File: config.mk
export PLATFORM = sky130hd
export DESIGN_NAME = lz77_token_flow_ctrl
export DESIGN_NICKNAME = d
export VERILOG_FILES = /design/src/rtl/lz77_token_flow_ctrl.sv
export SDC_FILE = /design/constraint.sdc
export NUM_CORES = 1
export LEC_CHECK = 0
export ABC_AREA = 1
export CAP_MARGIN = 25
export CELL_PAD_IN_SITES_DETAIL_PLACEMENT = 1
export CELL_PAD_IN_SITES_GLOBAL_PLACEMENT = 1
export CORE_MARGIN = 8
export CORE_UTILIZATION = 51
export CTS_CLUSTER_SIZE = 30
export DETAILED_ROUTE_END_ITERATION = 10
export GPL_ROUTABILITY_DRIVEN = 0
export PLACE_DENSITY_LB_ADDON = 0.12
export SLEW_MARGIN = 25
export SYNTH_ARGS = -nofsm -noshare
export SYNTH_HDL_FRONTEND = slang
export SYNTH_SLANG_ARGS = --single-unit
File: constraint.sdc
create_clock -name clk -period 4.3 [get_ports clk]
set_input_delay 0.43 -clock clk [delete_from_list [all_inputs] [get_ports clk]]
set_output_delay 0.43 -clock clk [all_outputs]
set_load 0.01 [all_outputs]
File: src/rtl/lz77_token_flow_ctrl.sv
// rtl/lz77_token_flow_ctrl.sv - LZ77 output-path flow controller: in-flight tracking, token FIFO, frame FSM
module lz77_token_flow_ctrl #(
  parameter int DATA_WIDTH           = 8,
  parameter int DICTIONARY_DEPTH_LOG = 16,
  parameter int CNT_WIDTH            = 9,
  parameter int FIFO_DEPTH_LOG       = 4,
  parameter int PIPE_LATENCY         = 3
) (
  input  logic                          clk,
  input  logic                          rst_n,
  input  logic                          frame_start,
  input  logic                          enc_valid_symbol,
  output logic                          enc_stall,
  input  logic [DICTIONARY_DEPTH_LOG:0] flt_match_position,
  input  logic [CNT_WIDTH-1:0]          flt_match_length,
  input  logic [DATA_WIDTH-1:0]         flt_match_next_symbol,
  input  logic                          flt_match_valid,
  input  logic                          flt_last_symbol,
  output logic                          out_valid,
  input  logic                          out_ready,
  output logic [DICTIONARY_DEPTH_LOG:0] out_position,
  output logic [CNT_WIDTH-1:0]          out_length,
  output logic [DATA_WIDTH-1:0]         out_next_symbol,
  output logic                          out_is_match,
  output logic                          out_last,
  output logic                          frame_done,
  output logic                          busy,
  output logic                          overflow_err,
  output logic                          protocol_err
);

  localparam int DEPTH = 1 << FIFO_DEPTH_LOG;
  localparam int POS_W = DICTIONARY_DEPTH_LOG + 1;
  localparam int TOK_W = POS_W + CNT_WIDTH + DATA_WIDTH + 2;
  localparam int INF_W = $clog2(PIPE_LATENCY + 1) + 1;

  typedef enum logic [1:0] {IDLE, RUN, DRAIN, DONE} state_t;

  state_t state, state_nx;

  logic [PIPE_LATENCY-1:0]   pipe_q;
  logic [PIPE_LATENCY-1:0]   pipe_nx;
  logic [INF_W-1:0]          inflight_nx;
  logic [TOK_W-1:0]          mem [DEPTH];
  logic [FIFO_DEPTH_LOG-1:0] wr_ptr;
  logic [FIFO_DEPTH_LOG-1:0] rd_ptr;
  logic [FIFO_DEPTH_LOG:0]   occ;
  logic [FIFO_DEPTH_LOG:0]   occ_nx;
  logic [TOK_W-1:0]          tok_in;
  logic [TOK_W-1:0]          head;
  logic                      track;
  logic                      tok_wr;
  logic                      full;
  logic                      empty;
  logic                      wr_en;
  logic                      rd_en;
  logic                      head_last;
  logic                      stall_nx;

  // Only symbols the encoder was allowed to send are followed through the filter.
  assign track   = enc_valid_symbol & (state == RUN) & ~enc_stall;
  assign pipe_nx = (pipe_q << 1) | PIPE_LATENCY'(track);
  assign tok_wr  = pipe_q[PIPE_LATENCY-1];

  assign empty = (occ == '0);
  assign full  = (occ == (FIFO_DEPTH_LOG+1)'(DEPTH));
  assign wr_en = tok_wr & ~full;
  assign rd_en = ~empty & out_ready;

  assign tok_in    = {flt_match_position, flt_match_length, flt_match_next_symbol,
                      flt_match_valid, flt_last_symbol};
  assign head      = mem[rd_ptr];
  assign head_last = head[0];

  always_comb begin
    occ_nx = occ;
    if (wr_en && !rd_en) begin
      occ_nx = occ + 1'b1;
    end else if (!wr_en && rd_en) begin
      occ_nx = occ - 1'b1;
    end
  end

  always_comb begin
    inflight_nx = '0;
    for (int i = 0; i < PIPE_LATENCY; i++) begin
      inflight_nx = inflight_nx + INF_W'(pipe_nx[i]);
    end
  end

  always_comb begin
    state_nx = state;
    case (state)
      IDLE:    if (frame_start) state_nx = RUN;
      RUN:     if (tok_wr && flt_last_symbol) state_nx = DRAIN;
      DRAIN:   if (rd_en && head_last) state_nx = DONE;
      DONE:    state_nx = IDLE;
      default: state_nx = IDLE;
    endcase
  end

  // Threshold one below depth: a symbol may still be accepted in the cycle before stall is seen.
  always_comb begin
    stall_nx = 1'b1;
    if (state_nx == RUN) begin
      stall_nx = (32'(occ_nx) + 32'(inflight_nx)) >= 32'(DEPTH - 1);
    end
  end

  // Stall comes out of reset high because IDLE always blocks the encoder.
  always_ff @(posedge clk or negedge rst_n) begin
    if (!rst_n) begin
      state        <= IDLE;
      pipe_q       <= '0;
      wr_ptr       <= '0;
      rd_ptr       <= '0;
      occ          <= '0;
      enc_stall    <= 1'b1;
      overflow_err <= 1'b0;
      protocol_err <= 1'b0;
    end else begin
      state     <= state_nx;
      pipe_q    <= pipe_nx;
      occ       <= occ_nx;
      enc_stall <= stall_nx;
      if (wr_en) begin
        wr_ptr <= wr_ptr + 1'b1;
      end
      if (rd_en) begin
        rd_ptr <= rd_ptr + 1'b1;
      end
      if (tok_wr && full) begin
        overflow_err <= 1'b1;
      end
      if (enc_valid_symbol && ((state != RUN) || enc_stall)) begin
        protocol_err <= 1'b1;
      end
    end
  end

  always_ff @(posedge clk) begin
    if (wr_en) begin
      mem[wr_ptr] <= tok_in;
    end
  end

  assign out_valid = ~empty;
  assign {out_position, out_length, out_next_symbol, out_is_match, out_last} =
         empty ? '0 : head;

  assign frame_done = (state == DONE);
  assign busy       = (state == RUN) || (state == DRAIN);

endmodule

Word level (Yosys, flattened, before mapping)
Memories as Yosys holds them, arrays and structs flattened.
Cells that the tools add are included.
Word-level totals
  flip-flop bits (word level): 21
  latch bits: 0
  RAM bits: 576
  ROM bits: 0
  input bits: 41
  output and inout bits: 42
  logic and storage cells: 53
  memories kept: 1
Cells by class
  add/subtract/negate cells: 7
  $mul: 0
  divide/modulo/power cells: 0
  order comparisons: 1
  equal/unequal tests: 6
  shift operators: 0
  multiplexer cells: 10
  bitwise logic cells: 8
  reduce and logical (&&, ||, !) cells: 12
Memories
  mem: depth 16, bits a word 36, read ports 1, clocked after memory_dff 0, wr ports 1, line 44  | logic [TOK_W-1:0] mem [DEPTH];
Operator list (count)
  $mux 36: 1
  $mux 5: 2
  $add 4x1->4 const B: 2
  $pmux 2 s4: 1
  $add 5x3->6: 1
  $ge 6x4->1 const B: 1
  $logic_and 1x1->1: 6
  $mux 2: 3
  $add 5x1->5 const B: 1
  $eq 5x5->1 const B: 1
  $logic_not 5->1: 1
  $sub 5x1->5 const B: 1
  $and 1x1->1: 4
  $eq 2x1->1 const B: 2
  $eq 2x2->1 const B: 2
  $add 2x1->3: 1
  $mux 1: 3
  $not 1->1: 3
  $or 3x1->3: 1
  $add 1x1->2: 1
  $logic_not 1->1: 2
  $logic_not 2->1: 1
  $logic_or 1x1->1: 2
  $ne 2x1->1 const B: 1

Longest topological paths before layout
Gate-level depths: netlist of the first run.
  depth after elaboration: 10
  gate-level depth with buffers: 17
  mapped depth without buffers: 17

Least setup slack after synthesis of the first run
OpenSTA, ideal clock, no wires.
  path type: register to register
  from: reg occ[0]
  to: mem mem[11][0] (netlist name), enable pin
  library setup time: 0.429 ns
  arrival: 2.766 ns
  required time: 3.871 ns
  setup slack: 1.104 ns
  stages on the path, launching flop included: 9
  buffers on the path: 1
  period minus slack after synthesis: 3.196 ns
  cell sequence: dfrtp_1 inv_1 ha_1 nand3_4 nand2_4 inv_4 buf_6 nand2_1 nor2_1
On the way
  longest elaborated chain between the ends: 5
RTL lines
  start, declared: line 47  | logic [FIFO_DEPTH_LOG:0] occ;
  start signal, assigned: line 124  | occ <= occ_nx;
  $eq 5x5->1: line 66  | assign full = (occ == (FIFO_DEPTH_LOG+1)'(DEPTH));
  $not 1->1: line 67  | assign wr_en = tok_wr & ~full;
  $and 1x1->1: line 67
  $mux 1: line 142  | if (wr_en) begin
  $mux 1 (implied by the code): line 143  | mem[wr_ptr] <= tok_in;
  end, declared: line 44
Every way passes these cells.

Worst setup path in the final report of the first run
  from: reg rd_ptr[0]
  to: out out_position[12]
On the way
  longest elaborated chain between the ends: 2
RTL lines
  start, declared: line 46  | logic [FIFO_DEPTH_LOG-1:0] rd_ptr;
  start signal, assigned: line 130  | rd_ptr <= rd_ptr + 1'b1;
  $mem_v2 16x36
  $mux 36: line 149  | empty ? '0 : head;
  end, declared: line 21  | output logic [DICTIONARY_DEPTH_LOG:0] out_position,
Every way passes these cells.

==> flow_summary.ini, run 1 <==
[yosys]
synth_fa_ha_area_frac = 0.00904
syn-mean-instance-area_um2 = 13.4
ys_types = 38
synth_top_family_by_area = compound AO/OA/AOI/OAI gates
async_flop_share = 0.0352
syn_nets = 1832
synthXorXnorAreaFrac = 0.00294
synthMuxAreaShare = 0.000473
synth-edff-count = 576
ys_warn_count = 0
yosysSeqAreaShare = 0.749
ys.flop_type = edfxtp_1
synth_compound_area_frac = 0.122
ys_ff_latch = 597
synthCells = 1775
syn-cell-area_mm2 = 0.0238
yosys.area_share.simple = 0.0877

[drt]
drtPass1Iterations = 5
routed_wl_mm = 66.6
vias = 15500
drt-initial-drc-count = 1508
wl_per_cell_um = 26.6
drtAntennaViolNets = 0
route.detailed.drc = 0
viasPerCell = 6.18

[power]
p_per_area_mw_per_mm2 = 679
p_leak_nw = 9.00
peakVddDrop_v = 0.000500

[clocking]
cts.repair.resized = 0
cts_max_level = 2
post-cts-setup-buffers = 0
cts_tree = done
cts-root-buf = clkbuf_16
cts_buffer_depth = 3
clock_latency_ps = 630
cts_sinks = 597
clkTransAtPathRegs_ps = 70
cts_buffers = 61

[setup_path]
startpoint_type = flop
critical_path.top_delay_family = buffers and inverters
max_stage_delay_ps = 710
reg2reg_depth = 17
worstPathRequired_ps = 3870
crit_arrival_ps = 3610
cp_common_cell = nor2_1
crit_slowest_cell = dfrtp_4
crit_fanout = 83
rr_startpoint = occ[0]
reg2reg_setup_slack_ps = 870
crit_chain = inv_8 -> buf_4 -> o21ai_0 -> o22ai_1 -> nor2_1 -> nor2_1 -> o21ai_1 -> a21oi_1 -> clkdlybuf4s50_1
r2r_end = enc_stall
crit_type = reg -> out
end_kind = output port
critPathBufInv = 3

[die]
die_x_um = 232
core_mm2 = 0.0463
io_pins = 83
dieArea_mm2 = 0.0538
row_count = 79
start_util = 0.514
dieHeight_um = 232

[finish]
utilization = 0.597
layout-drive-gt1-share = 0.0996
syn_to_final_growth_pct = 16.0
nNetsFinal = 1903
fillers = 4450

[grt]
antenna_found_initial = 3
grt_max_degree = 146
grt_pass1_vias = 16700
grt_remaining_overflow = 0
gr-usage-all-layers = 0.247
grt_pass1_wl_mm = 101

[sta]
finalSetupTns_ps = 0
relSlewSlack = 0.318
hold_viol = 0
setup_viol = 0
tightest_slew_ps = 1020
finClkSkew_ps = 21.5
period_needed_ps = 4040
post-route-period-util = 0.939
fmax_mhz = 248
drv_slew = 0
rsz0062_at_grt = false

[outcome]
outcome = finished clean

[flow_run]
cap_violations = 0

[hold_path]
hp-class = in -> async

[placed_design]
hpwl_mm = 35.7
numPortBuffers = 82
sequential cells by signal, summed over array words and instances, names as in the netlist:
name and flops:
wr_ptr 4, protocol_err 1, enc_stall 1, rd_ptr 4, occ 5, pipe_q 3
mem 576, state 2, overflow_err 1
logic make-up (layout without fill, tap and decap cells):
| logic type | count (synthesis) | count (layout) |
|---|---|---|
| AOI/OAI and AO/OA | 489 | 489 |
| adders and majority gates | 16 | 16 |
| other | 0 | 2 |
| DFF | 597 | 597 |
| muxes | 1 | 1 |
| buffers and inverters | 161 | 283 |
| and+or+nand+nor | 503 | 503 |
| xor gates and xnor gates | 8 | 8 |
worst max-delay path by stage:
stage | startpoint | end | slack [ps] | depth (start not counted)
after floorplan | occ[0] | mem[11][0] | 1100 | 8
after global placement | out_ready | enc_stall | 960 | 15
after detailed placement | occ[0] | enc_stall | 860 | 17
after CTS | rd_ptr[0] | out_position[9] | 250 | 7
after global routing | rd_ptr[0] | out_length[0] | 80 | 7
final | rd_ptr[0] | out_position[12] | 260 | 9
final cells by class:
type | count | area (µm²) | share of cell area
tap | 607 | 759 | 0.0275
inverter | 38 | 158 | 0.00571
antenna | 2 | 5.00 | 0.000181
clock inverter | 44 | 559 | 0.0203
timing repair buffer | 131 | 1290 | 0.0466
sequential | 597 | 17800 | 0.646
clock buffer | 70 | 1600 | 0.0581
multi-input combinational | 1017 | 5390 | 0.195
layout by cell type (no fill, tap or decap), types with 40 or more instances in the layout:
| cell | instances |
|---|---|
| buf_4 | 40 |
| clkbuf_16 | 63 |
| clkdlybuf4s50_1 | 81 |
| edfxtp_1 | 576 |
| nand2_1 | 66 |
| nand3_1 | 79 |
| nor2_1 | 325 |
| o21ai_0 | 293 |
| o221ai_1 | 102 |
Yosys cell counts (all sizes together) (2+ instances only):
| cell type | instances | area (µm²) |
|---|---|---|
| nand4 | 2 | 12.5 |
| o221ai | 102 | 893 |
| fa | 2 | 40.0 |
| o21ai | 305 | 1530 |
| edfxtp | 576 | 17300 |
| buf | 43 | 248 |
| inv | 37 | 146 |
| nand2 | 73 | 302 |
| clkbuf | 80 | 300 |
| nand3 | 84 | 460 |
| ha | 14 | 175 |
| a21oi | 39 | 199 |
| o22ai | 38 | 238 |
| xor2 | 7 | 61.3 |
| a31oi | 2 | 12.5 |
| nor2 | 343 | 1310 |
| dfrtp | 20 | 500 |
power by group:
group	leakage [nW]	switching (mW)	internal (mW)	total, mW
logic	2.51	4.09	2.21	6.30
clock network	1.06	2.24	3.45	5.69
registers	5.43	0.213	6.53	6.74
total	9.00	6.55	12.2	18.7
worst register-to-register path, cell delays in order, from the launching register on:
cell	delay (ps)
dfrtp_1	420
inv_1	80
ha_1	290
nand3_4	130
nand2_4	90
inv_4	140
nand2_1	150
nand2_1	140
xor2_1	260
fa_1	460
ha_1	230
fa_1	550
nand2_1	60
inv_1	70
nand3_1	80
nor2_1	120
nor2_1	50
nand2_1	70
metal layers:
layer / part of all wire / vias up / track usage
met3: 0.055 / 107 / 0.0344
met2: 0.50 / 504 / 0.423
met4: 0.025 / 2 / 0.0852
met5: 0.00020 / - / 0
met1: 0.42 / 8076 / 0.321
li1: - / 6794 / -
stage by stage:
step                area, µm²  setup slack, ps  total power [mW]  std cells  hold WS (ps)
finish                  27600              264              18.7       2506           317
global route            27600             83.7              19.6       2506           342
CTS                     27600              251              18.8       2503           370
detailed placement      25400              860              13.1       2389           380
global placement        25400              959              12.9       2389           382
floorplan               23800             1100              10.5       1775           134
what timing repair did:
action                                 CTS  global route
endpoints found under the hold margin    0            20
hold buffers                             0             1
setup endpoints to repair                0             0
Note: power is estimated with default switching activity, not from simulation.
==> run 2: changes to the inputs <==
--- a/config.mk
+++ b/config.mk
@@ -10,7 +10,7 @@
 export CELL_PAD_IN_SITES_DETAIL_PLACEMENT = 1
 export CELL_PAD_IN_SITES_GLOBAL_PLACEMENT = 1
 export CORE_MARGIN = 8
-export CORE_UTILIZATION = 51
+export CORE_UTILIZATION = 50
 export CTS_CLUSTER_SIZE = 30
 export DETAILED_ROUTE_END_ITERATION = 10
 export GPL_ROUTABILITY_DRIVEN = 0
==> run 2 against run 1 <==
  * Design area fell by 1.1%
  * Clock-buffer cell count is 14 higher
  * Worst hold slack got worse by 15 ps
  * Global-route usage is 0.43 points lower
  * Utilization decreased by 2.0 points
  * First-iteration DRC count is 10% lower
  * Flip-flop and latch count is the same
  * Via count fell by 1.8%
  * Largest cell class unchanged
==> flow_summary.ini, run 2 (synthesized netlist as in run 1, its figures left out) <==
[outcome]
outcome = finished clean

[clocking]
cts_max_level = 2
clock_latency_ps = 640
cts_tree = done
cts_buffer_depth = 3
cts_sinks = 597
cts_buffers = 61
clkTransAtPathRegs_ps = 60
cts-root-buf = clkbuf_16

[placed_design]
dp_cells = 2393
placed_area_mm2 = 0.0255
hpwl_mm = 34.4
numPortBuffers = 82

[grt]
grt_pass1_vias = 15900
grt_pass1_wl_mm = 99.4
grt_remaining_overflow = 0
antenna_found_initial = 4
gr-usage-all-layers = 0.243
grt_max_degree = 163

[flow_run]
cap_violations = 0

[sta]
post-route-period-util = 0.967
relSlewSlack = 0.395
setup_viol = 0
drv_slew = 0
tightest_slew_ps = 905
finClkSkew_ps = 11.3
fmax_mhz = 241
period_needed_ps = 4160
hold_viol = 0
finalSetupTns_ps = 0
rsz0062_at_grt = false

[finish]
largest_reg_flops = 576
fillers = 4597
top_register = mem
layout-drive-gt1-share = 0.0873
final_cell_mix = edfxtp_1, nor2_1, o21ai_0, o221ai_1, clkdlybuf4s50_1
syn_to_final_growth_pct = 14.7
nNetsFinal = 1899
layout_commonest_cell = edfxtp_1
reg_top3 = mem x576, occ x5
utilization = 0.577
final_cell_area_mm2 = 0.0273
stdcell_count = 2509

[die]
row_count = 80
start_util = 0.503
core_mm2 = 0.0473
io_pins = 83
dieArea_mm2 = 0.0548
die_x_um = 234
dieHeight_um = 234

[setup_path]
worstPathRequired_ps = 3870
reg2reg_setup_slack_ps = 870
crit_fanout = 162
crit_arrival_ps = 3730
startpoint_type = flop
end_kind = output port
r2r_end = enc_stall
reg2reg_depth = 17
rr_startpoint = occ[0]
crit_type = reg -> out

[drt]
wl_per_cell_um = 26.4
drtAntennaViolNets = 0
drt-initial-drc-count = 1356
viasPerCell = 6.06
vias = 15200
route.detailed.drc = 0
routed_wl_mm = 66.2
drtPass1Iterations = 5

[power]
power_mw = 17.9
peakVddDrop_v = 0.000451
p_per_area_mw_per_mm2 = 656
p_leak_nw = 8.82

[hold_path]
hp-class = in -> async
## run 2: cell count changes in the layout (fill, tap and decap cells not counted), moves of 2 or more
cell / delta
clkbuf_1: +15
bufinv_16: -12
buf_4: -9
buf_12: +5
clkinv_4: -4
clkinv_1: +2
clkinv_2: -2
clkinv_8: +2
diode_2: +2
inv_6: -2
## run 2: worst max-delay path by stage
stage | from | to | slack (ps) | cells past startpoint
after detailed placement | rd_ptr[0] | out_position[2] | 850 | 7
after global routing | rd_ptr[0] | out_length[6] | 40 | 9
final | rd_ptr[0] | out_length[3] | 140 | 8
after CTS | rd_ptr[0] | out_position[2] | 170 | 7
after floorplan | occ[0] | mem[11][0] | 1100 | 8
after global placement | rd_ptr[0] | out_position[2] | 900 | 7
## run 2: repair_timing
item,CTS,global route
hold endpoints to repair,0,20
resized for setup,0,1
hold buffers,0,1
endpoints found under the setup margin,0,1
buffers inserted,0,0
## run 2: per-layer routing
metal	track usage	part of all wire	wire, µm
met4	0.0769	0.026	1720
met5	0	0	0
met3	0.0348	0.050	3330
met2	0.415	0.50	33300
met1	0.318	0.42	27800
## run 2: worst max-delay path, cell delays in order, from the launching register on
cell	delay, ps
dfrtp_4	790
buf_12	520
o21ai_0	210
o22ai_1	190
nor2_1	50
nor2_1	110
o21ai_1	80
a21oi_1	270
clkdlybuf4s50_1	620
## run 2: stage by stage
stage,hold slack [ps],setup WS [ps]
after floorplan,134,1100
after global placement,372,904
after detailed placement,372,849
after CTS,367,170
after global routing,345,38.3
final,302,144
## run 2: layout make-up
class,count,area (µm²),share of cell area
diodes,4,10.0,0.000367
clock buffers,84,1630,0.0599
clock inverters,27,173,0.00633
inverters,38,163,0.00596
multi-input cells,1017,5390,0.198
flip-flops and latches,597,17800,0.653
well taps,615,769,0.0282
repair buffers,127,1320,0.0483
## run 2: report_power, final
| group | leakage, nW | internal [mW] | switching (mW) |
|---|---|---|---|
| registers | 5.43 | 6.52 | 0.273 |
| logic | 2.51 | 2.21 | 4.01 |
| clock network | 0.883 | 2.70 | 2.18 |
==> run 3: changes to the inputs <==
--- a/config.mk
+++ b/config.mk
@@ -9,7 +9,7 @@
 export CAP_MARGIN = 25
 export CELL_PAD_IN_SITES_DETAIL_PLACEMENT = 1
 export CELL_PAD_IN_SITES_GLOBAL_PLACEMENT = 1
-export CORE_MARGIN = 8
+export CORE_MARGIN = 5
 export CORE_UTILIZATION = 50
 export CTS_CLUSTER_SIZE = 30
 export DETAILED_ROUTE_END_ITERATION = 10
==> run 3 against run 2 <==
  * Critical path depth decreased by 1
  * Sequential share of layout area about the same
  * Via count increased by 0.84%
  * Clock-buffer cell count is 7 lower
  * Utilization down 0.098 points
  * Power hardly changed
  * Critical path type unchanged
  * Highest routed layer unchanged
==> flow_summary.ini, run 3 (synthesized netlist as in run 1, its figures left out) <==
[outcome]
outcome = finished clean

[clocking]
cts_buffers = 59
clock_latency_ps = 620
clkTransAtPathRegs_ps = 60
cts_max_level = 2
cts_tree = done
cts-root-buf = clkbuf_16
post-cts-setup-buffers = 0
cts_buffer_depth = 3
cts_hold_buf = 0
cts.repair.resized = 0
cts_sinks = 597

[die]
dieHeight_um = 228
io_pins = 83
dieArea_mm2 = 0.0521
core_mm2 = 0.0474
die_x_um = 228
start_util = 0.502
row_count = 80

[drt]
routed_wl_mm = 65.3
wl_per_cell_um = 26.1
route.detailed.drc = 0
viasPerCell = 6.12
vias = 15300
drtPass1Iterations = 5
drtAntennaViolNets = 0
drt-initial-drc-count = 1456

[power]
p_per_area_mw_per_mm2 = 656
peakVddDrop_v = 0.000564
intPower_mw = 11.5
switching_power_mw = 6.39
switching_share = 0.357
clkPwrFrac = 0.274
p_leak_nw = 8.84
combPwrFrac = 0.349
seq_power_share = 0.378

[sta]
fmax_mhz = 247
hold_viol = 0
tightest_slew_ps = 826
period_needed_ps = 4050
rsz0062_at_grt = false
drv_slew = 0
post-route-period-util = 0.942
finClkSkew_ps = 17.1
relSlewSlack = 0.449
setup_viol = 0
finalSetupTns_ps = 0

[finish]
layout-drive-gt1-share = 0.0912
syn_to_final_growth_pct = 14.8
reg_top3 = mem x576, occ x5
final_cell_mix = edfxtp_1, nor2_1, o21ai_0, o221ai_1, clkdlybuf4s50_1
layout_commonest_cell = edfxtp_1
fillers = 4576
top_register = mem
largest_reg_flops = 576
nNetsFinal = 1900
final_cell_area_mm2 = 0.0273
utilization = 0.576

[grt]
gr-usage-all-layers = 0.247
grt_remaining_overflow = 0
grt_max_degree = 176
grt_pass1_vias = 16100
grt_pass1_wl_mm = 99.1
antenna_found_initial = 2

[setup_path]
crit_arrival_ps = 3620
startpoint_type = flop
end_kind = output port
worstPathRequired_ps = 3870
reg2reg_depth = 17
critPathCapture = out_position[5]
rr_startpoint = occ[0]
reg2reg_setup_slack_ps = 900
crit_path_start = rd_ptr[1]
crit_fanout = 55
r2r_end = enc_stall
crit_type = reg -> out

[placed_design]
hpwl_mm = 35.5
placed_area_mm2 = 0.0255
numPortBuffers = 82

[flow_run]
cap_violations = 0

[hold_path]
hp-class = in -> async
## run 3: cell count changes in the layout (fill, tap and decap cells not counted), sizes merged
cell / previous run / this run
clkinvlp: 0 / 2
dlygate4sd3: 1 / 0
diode: 4 / 2
bufinv: 1 / 2
clkinv: 25 / 22
buf: 45 / 48
clkbuf: 84 / 77
clkdlybuf4s50: 81 / 82
## run 3: worst min path at each step
| stage | from | end | slack, ps | depth (start not counted) |
|---|---|---|---|---|
| 2_1_floorplan | rst_n | occ[0] | 130 | 0 |
| 3_3_place_gp | pipe_q[1] | pipe_q[2] | 380 | 0 |
| 3_5_place_dp | pipe_q[1] | pipe_q[2] | 400 | 0 |
| 4_1_cts | rst_n | state[1] | 140 | 2 |
| 5_1_grt | rst_n | overflow_err | 170 | 2 |
| 6_report | rst_n | state[0] | 160 | 2 |
## run 3: cell type report
cell class,count,area (µm²),area share
well taps,615,769,0.0282
repair buffers,130,1330,0.0488
flip-flops and latches,597,17800,0.653
clock buffers,77,1630,0.0596
clock inverters,27,189,0.00692
multi-input cells,1017,5390,0.198
inverters,38,158,0.00577
diodes,2,5.00,0.000183
## run 3: power by group through the flow
stage / Combinational (mW) / Clock (mW) / Sequential, mW
2_1_floorplan: 3.82 / 0 / 6.71
3_5_place_dp: 6.24 / 0 / 6.89
4_1_cts: 6.30 / 4.98 / 6.77
3_3_place_gp: 6.08 / 0 / 6.88
5_1_grt: 6.83 / 5.25 / 6.78
6_report: 6.24 / 4.90 / 6.77
## run 3: critical path: stages (launching register included)
cell	delay, ps
dfrtp_4	660
inv_4	580
buf_12	280
o21ai_0	110
o221ai_1	190
nand3_1	110
a21oi_1	380
clkdlybuf4s50_1	630
## run 3: per-layer routing
metal,up-vias,part of all wire,wire (µm),GRT usage
li1,6793,-,-,-
met1,7946,0.43,28300,0.348
met2,484,0.48,31700,0.405
met3,107,0.053,3480,0.0385
met4,0,0.028,1860,0.0730
met5,-,0,0,0
## run 3: metrics by stage
| stage | setup WS, ps | power (mW) | instances | hold slack [ps] |
|---|---|---|---|---|
| 6_report | 249 | 17.9 | 2503 | 156 |
| 2_1_floorplan | 1100 | 10.5 | 1775 | 134 |
| 3_5_place_dp | 877 | 13.1 | 2397 | 395 |
| 3_3_place_gp | 951 | 13.0 | 2397 | 379 |
| 5_1_grt | 92.9 | 18.9 | 2502 | 166 |
| 4_1_cts | 237 | 18.0 | 2501 | 137 |
